==> config.mk <==
export PLATFORM = sky130hd
export DESIGN_NAME = cic_decimator
export DESIGN_NICKNAME = d
export VERILOG_FILES = /design/src/rtl/cic_pkg.sv /design/src/rtl/cic_comb_stage.sv /design/src/rtl/cic_decimator.sv
export SDC_FILE = /design/constraint.sdc
export NUM_CORES = 1
export LEC_CHECK = 0
export ABC_AREA = 1
export CORE_ASPECT_RATIO = 0.7
export CORE_UTILIZATION = 50
export DETAILED_ROUTE_END_ITERATION = 16
export HOLD_SLACK_MARGIN = 0.15
export PLACE_DENSITY = 0.75
export SYNTH_ARGS = -nofsm -noshare
export SYNTH_HDL_FRONTEND = slang
export SYNTH_SLANG_ARGS = --single-unit
==> constraint.sdc <==
create_clock -name clk -period 2.6 [get_ports clk]
set_input_delay 0.52 -clock clk [delete_from_list [all_inputs] [get_ports clk]]
set_output_delay 0.52 -clock clk [all_outputs]
set_load 0.005 [all_outputs]
==> src/rtl/cic_pkg.sv <==
`default_nettype none
// ============================================================================
// Package  : cic_pkg
// Brief    : Width helper and sign extension shared by the CIC interpolator
//            and decimator.
// Revision : 1.0
// ============================================================================
package cic_pkg;

    // Widest internal word either CIC block may elaborate with.
    localparam int C_MAX_W = 128;

    // Full Hogenauer growth: every stage adds log2(R) bits (M = 1).
    function automatic int cic_out_width(input int isz, input int stages, input int stg_gsz);
        return isz + stages * stg_gsz;
    endfunction

    // Replicates bit w-1 of v into every higher bit position.
    function automatic logic [C_MAX_W-1:0] sign_ext(input logic [C_MAX_W-1:0] v, input int w);
        logic [C_MAX_W-1:0] r;
        r = v;
        for (int b = 0; b < C_MAX_W; b++) begin
            if (b >= w) begin
                r[b] = v[w-1];
            end
        end
        return r;
    endfunction

endpackage
`default_nettype wire

==> src/rtl/cic_comb_stage.sv <==
`default_nettype none
// ============================================================================
// Module   : cic_comb_stage
// Brief    : One comb register pair; on enable diff takes i_din and dly takes
//            the previous diff.
// Revision : 1.0
// ============================================================================
module cic_comb_stage #(
    parameter int W = 22
) (
    input  logic         clk,
    input  logic         rst_n,
    input  logic         i_en,
    input  logic [W-1:0] i_din,
    output logic [W-1:0] o_diff,
    output logic [W-1:0] o_dly
);
    logic [W-1:0] diff_q, diff_d;
    logic [W-1:0] dly_q, dly_d;

    always_comb begin
        diff_d = diff_q;
        dly_d  = dly_q;
        if (i_en) begin
            diff_d = i_din;
            dly_d  = diff_q;
        end
    end

    always_ff @(posedge clk or negedge rst_n) begin
        if (!rst_n) begin
            diff_q <= '0;
            dly_q  <= '0;
        end else begin
            diff_q <= diff_d;
            dly_q  <= dly_d;
        end
    end

    assign o_diff = diff_q;
    assign o_dly  = dly_q;

endmodule
`default_nettype wire

==> src/rtl/cic_decimator.sv <==
`default_nettype none
// ============================================================================
// Module   : cic_decimator
// Brief    : N-stage CIC decimator by 2^STG_GSZ with full-precision output.
// Revision : 1.0
// ============================================================================
module cic_decimator
    import cic_pkg::*;
#(
    parameter int  NUM_STAGES = 3,
    parameter int  STG_GSZ    = 8,
    parameter int  ISZ        = 16,
    localparam int OSZ        = cic_out_width(ISZ, NUM_STAGES, STG_GSZ)
) (
    input  logic                  clk,
    input  logic                  reset_n,
    input  logic                  in_valid,
    input  logic signed [ISZ-1:0] in,
    output logic                  out_valid,
    output logic signed [OSZ-1:0] out
);
    localparam logic [STG_GSZ-1:0] C_CNT_MAX = '1;

    // The comb pipeline must drain before the next decimation strobe.
    if ((1 << STG_GSZ) < NUM_STAGES + 2) begin : g_chk_ratio
        $error("cic_decimator: 2^STG_GSZ must be >= NUM_STAGES+2");
    end
    if (OSZ > C_MAX_W) begin : g_chk_width
        $error("cic_decimator: output width exceeds C_MAX_W");
    end

    logic [OSZ-1:0]          in_ext;
    logic [OSZ-1:0]          integ_q [NUM_STAGES];
    logic [OSZ-1:0]          integ_d [NUM_STAGES];
    logic [STG_GSZ-1:0]      cnt_q, cnt_d;
    logic [NUM_STAGES+1:0]   comb_en_q, comb_en_d;
    logic [OSZ-1:0]          diff [NUM_STAGES+1];
    logic [OSZ-1:0]          dly  [NUM_STAGES+1];
    logic [OSZ-1:0]          out_q, out_d;
    logic                    out_valid_q, out_valid_d;

    assign in_ext = OSZ'(sign_ext(C_MAX_W'(in), ISZ));

    // Integrators wrap modulo 2^OSZ on purpose; the combs cancel the overflow.
    always_comb begin
        for (int i = 0; i < NUM_STAGES; i++) begin
            integ_d[i] = integ_q[i];
        end
        cnt_d = cnt_q;
        if (in_valid) begin
            integ_d[0] = integ_q[0] + in_ext;
            for (int i = 1; i < NUM_STAGES; i++) begin
                integ_d[i] = integ_q[i] + integ_q[i-1];
            end
            cnt_d = cnt_q + STG_GSZ'(1);
        end
        comb_en_d   = {comb_en_q[NUM_STAGES:0], in_valid && (cnt_q == C_CNT_MAX)};
        out_valid_d = comb_en_q[NUM_STAGES+1];
        out_d       = comb_en_q[NUM_STAGES+1] ? diff[NUM_STAGES] : out_q;
    end

    always_ff @(posedge clk or negedge reset_n) begin
        if (!reset_n) begin
            for (int i = 0; i < NUM_STAGES; i++) begin
                integ_q[i] <= '0;
            end
            cnt_q       <= '0;
            comb_en_q   <= '0;
            out_q       <= '0;
            out_valid_q <= 1'b0;
        end else begin
            for (int i = 0; i < NUM_STAGES; i++) begin
                integ_q[i] <= integ_d[i];
            end
            cnt_q       <= cnt_d;
            comb_en_q   <= comb_en_d;
            out_q       <= out_d;
            out_valid_q <= out_valid_d;
        end
    end

    // Stage 0 samples the last integrator; stages 1..N form the comb cascade.
    for (genvar j = 0; j <= NUM_STAGES; j++) begin : g_comb
        logic [OSZ-1:0] stage_in;
        if (j == 0) begin : g_head
            assign stage_in = integ_q[NUM_STAGES-1];
        end else begin : g_tail
            assign stage_in = diff[j-1] - dly[j-1];
        end
        cic_comb_stage #(
            .W (OSZ)
        ) u_stage (
            .clk    (clk),
            .rst_n  (reset_n),
            .i_en   (comb_en_q[j]),
            .i_din  (stage_in),
            .o_diff (diff[j]),
            .o_dly  (dly[j])
        );
    end

    assign out       = out_q;
    assign out_valid = out_valid_q;

endmodule
`default_nettype wire

==> impl_metrics.yaml <==
clocking:
  clock_latency_ns: 0.63
  cts_num_sinks: 454
  cts_made_buffers: 49
  clkTransAtPathRegs_ns: 0.07
  cts_root_buffer: "clkbuf_16"
  htree_levels: 2
  postCtsSetupRepairBufs: 0
  clock_path_buffers: 3
  cts_tree: "done"
logic_synthesis:
  ys_seq_area_share_pct: 33.18
  syn-num-nets: 5442
  syn_area_um2: 34240
  synth-compound-area-share_pct: 7.955
  synth_top_family_by_area: "simple AND/OR/NAND/NOR gates"
  yosysWarnings: 0
  syn_avg_cell_area_um2: 6.608
  synth-simple-area-share_pct: 33.70
  syn_inst: 5182
  muxShareOfSynthArea_pct: 2.434
  synthDistinctLibCells: 33
  synthXorXnorAreaFrac_pct: 3.274
  synthAdderAreaFrac_pct: 8.938
  ys_ff_latch: 454
timing:
  slew_viol_final: 0
  fin_ws_ns: 0.1410
  period_share_pct: 94.58
  worst-slew-pin-transition_ns: 0.8793
  max_freq_mhz: 406.7
  slew_headroom_pct: 41.38
  hold_viol: 0
  worst_clock_skew_ns: 0.02441
  setup_violations: 0
  min_period_ns: 2.459
floorplanning:
  rows: 79
  die_w_um: 314.8
  die_h_um: 220.9
  dieArea_um2: 69550
  core-area_um2: 67120
  floorplan.initialDensity_pct: 51.02
  boundaryPins: 60
final_layout:
  layout-drive-gt1-share_pct: 7.986
  fin_nets: 5597
  seqCellArea_um2: 11370
  insertedDiodeCount: 0
  multi_input_area_um2: 19290
  syn_to_final_growth_pct: 12.36
  fillers: 6438
  utilization_pct: 57.32
worst_setup_path:
  crit_top_cell: "nand2_1"
  start_kind: "register"
  criticalPathCategory: "register to register"
  r2r_start: "integ_q[59]"
  worstSetupEndpointType: "register"
  max_stage_delay_ns: 0.41
  crit_start: "integ_q[59]"
  cp_slowest_cell: "dfrtp_1"
  required_ns: 3.10
  crit_chain: "ha_1 -> nand2_1 -> nor2_1 -> inv_1 -> nor2_1 -> nand3b_1 -> nand3_2 -> nand2_1 -> nand2_1 -> nand2_1 -> nand3_1 -> nand2_1"
  arrival_ns: 2.96
  crit_fanout: 5
run_status:
  status: "finished clean"
pwr:
  comb_power_share_pct: 56.5
  p_per_area_nw_per_um2: 1018
  p_clk_share_pct: 19.6
  seqPwrFrac_pct: 24.0
  p_switching_mw: 18.63
  sw_frac_of_total_pct: 47.59
  power.internal_mw: 20.52
  p_leak_nw: 21.97
  ir_drop_mv: 0.7071
hold_path:
  hp-start: "in_valid"
  hold_path_class: "primary input to register"
placement:
  place_hpwl_mm: 76.58
  dp_slack_ns: -0.1780
  globalplace.congestion: 0.9545
  port_buffers: 59
grt:
  track_usage_pct: 27.92
  grt_max_degree: 101
  grt_pass1_vias: 29010
  grt-ovfl-total: 0
  antenna_found_initial: 0
  grt_first_pass_wirelength_mm: 156.6
drt:
  drtIter0Drc: 3426
  drt-vias-per-instance: 5.088
  vias: 31860
  finalWirelength_mm: 96.39
  drtAntennaViolNets: 0
  drtPass1Iterations: 6
  drc_errors: 0
  wl_per_cell_um: 15.39
job:
  drv_cap: 0
==> layout make-up <==
cell class	count	share of cell area, %
Clock buffer	63	3.532
Clock inverter	23	0.9432
Inverter	867	8.466
Multi-Input combinational cell	3774	50.14
Sequential cell	454	29.55
Tap cell	891	2.898
Timing Repair Buffer	191	4.475
==> sequential cells by signal (all words and copies together) (netlist names) <==
| signal | cells |
|---|---|
| cnt_q | 8 |
| comb_en_q | 5 |
| g_comb.stage_in | 40 |
| g_comb.u_stage.o_diff | 160 |
| g_comb.u_stage.o_dly | 120 |
| integ_q | 80 |
| out | 40 |
| out_valid | 1 |
==> layer usage <==
| metal | vias to the layer above | track usage (%) | routed length [um] |
|---|---|---|---|
| li1 | 16340 | - | - |
| met1 | 14400 | 48.55 | 52500 |
| met2 | 1064 | 33.28 | 32350 |
| met3 | 65 | 7.067 | 10710 |
| met4 | 0 | 3.633 | 829 |
| met5 | - | 0 | 0 |
==> final timing paths <==
check,end,slack [ns],cells past startpoint
worst max-delay path,g_comb[0].stage_in[36],0.14,12
worst min-delay path,integ_q[119],0.39,4
worst max register to register,g_comb[0].stage_in[36],0.14,12
worst min register to register,g_comb[3].u_stage.o_diff[35],0.47,2
max in group asynchronous,g_comb[2].u_stage.o_dly[36],1.27,3
min in group asynchronous,out[5],0.48,2
==> power groups by stage <==
stage	clock network (mW)	registers, mW	logic, mW
detailed placement	0	9.50	21.3
finish	7.66	9.39	22.1
floorplan	0	8.97	15.2
global route	8.03	9.51	24.7
CTS	7.78	9.39	21.5
global placement	0	9.51	21.0
==> logic make-up (layout without fill, tap and decap cells) <==
family	count (synthesis)	count (layout)
buffers and inverters	954	1144
AOI/OAI and AO/OA	531	531
xor gates and xnor gates	128	128
muxes	74	74
adders and majority gates	241	241
DFF	454	454
and+or+nand+nor	2800	2800
==> critical path: cells and delay by family, from the launching register on <==
kind          cells  cell delay, ns
buf+inv           1            0.09
flops             1            0.41
simple gates     10            1.46
fa+ha+maj         1            0.37
==> stage by stage <==
| step | hold WS [ns] | cells | power [mW] | area (um^2) | TNS [ns] |
|---|---|---|---|---|---|
| after detailed placement | 0.4636 | 6176 | 30.82 | 36730 | -2.116 |
| after global placement | 0.4630 | 6176 | 30.53 | 36730 | -1.250 |
| after global routing | 0.4078 | 6263 | 42.20 | 38470 | -0.006841 |
| final | 0.3853 | 6263 | 39.15 | 38470 | 0 |
| after floorplan | 0.2244 | 5182 | 24.16 | 34240 | 0 |
| after CTS | 0.3638 | 6263 | 38.64 | 38460 | 0 |
==> synthesized netlist by cell type <==
| cell type | count | area, um^2 |
|---|---|---|
| a21oi_1 | 188 | 940.9 |
| a21oi_2 | 5 | 43.79 |
| and2_1 | 3 | 18.77 |
| buf_1 | 6 | 22.52 |
| buf_2 | 17 | 85.08 |
| clkbuf_1 | 64 | 240.2 |
| clkinv_1 | 1 | 3.750 |
| dfrtp_1 | 454 | 11360 |
| fa_1 | 6 | 120.1 |
| ha_1 | 235 | 2940 |
| inv_1 | 862 | 3236 |
| inv_2 | 4 | 15.01 |
| mux2_2 | 74 | 833.3 |
| nand2_1 | 1914 | 7184 |
| nand2_2 | 50 | 312.8 |
| nand3_1 | 289 | 1446 |
| nand3_2 | 44 | 440.4 |
| nand3b_1 | 19 | 142.6 |
| nand4_1 | 5 | 31.28 |
| nor2_1 | 405 | 1520 |
| nor2_2 | 23 | 143.9 |
| nor2_4 | 6 | 67.56 |
| nor3_1 | 26 | 130.1 |
| o21ai_0 | 277 | 1386 |
| o21ai_1 | 44 | 220.2 |
| o21ai_2 | 1 | 8.760 |
| o21bai_1 | 15 | 112.6 |
| o21bai_2 | 1 | 11.26 |
| or2_0 | 3 | 18.77 |
| or2_1 | 12 | 75.07 |
| or2_2 | 1 | 6.260 |
| xnor2_1 | 107 | 937.2 |
| xor2_1 | 21 | 183.9 |
==> cells in the final DEF (no fill, tap or decap), types with 15 or more instances in the layout <==
cell and n:
o21ai_1 44, nor2_1 405, o21ai_0 277, mux2_2 74, xor2_1 21, nand3b_1 19
a21oi_1 188, clkdlybuf4s50_1 57, nand2_1 1911, nor2_2 23, ha_1 235, o21bai_1 15
nand3_2 45, clkbuf_16 49, inv_1 862, nor3_1 26, nand3_1 288, xnor2_1 107
nand2_2 53, dfrtp_1 451, buf_4 120
==> what timing repair did <==
action	4_1_cts	5_1_grt
endpoints found under the setup margin	0	5
hold buffers	1	0
resized for setup	0	4
hold endpoints to repair	44	0
Power figures use the tool's default switching activity.
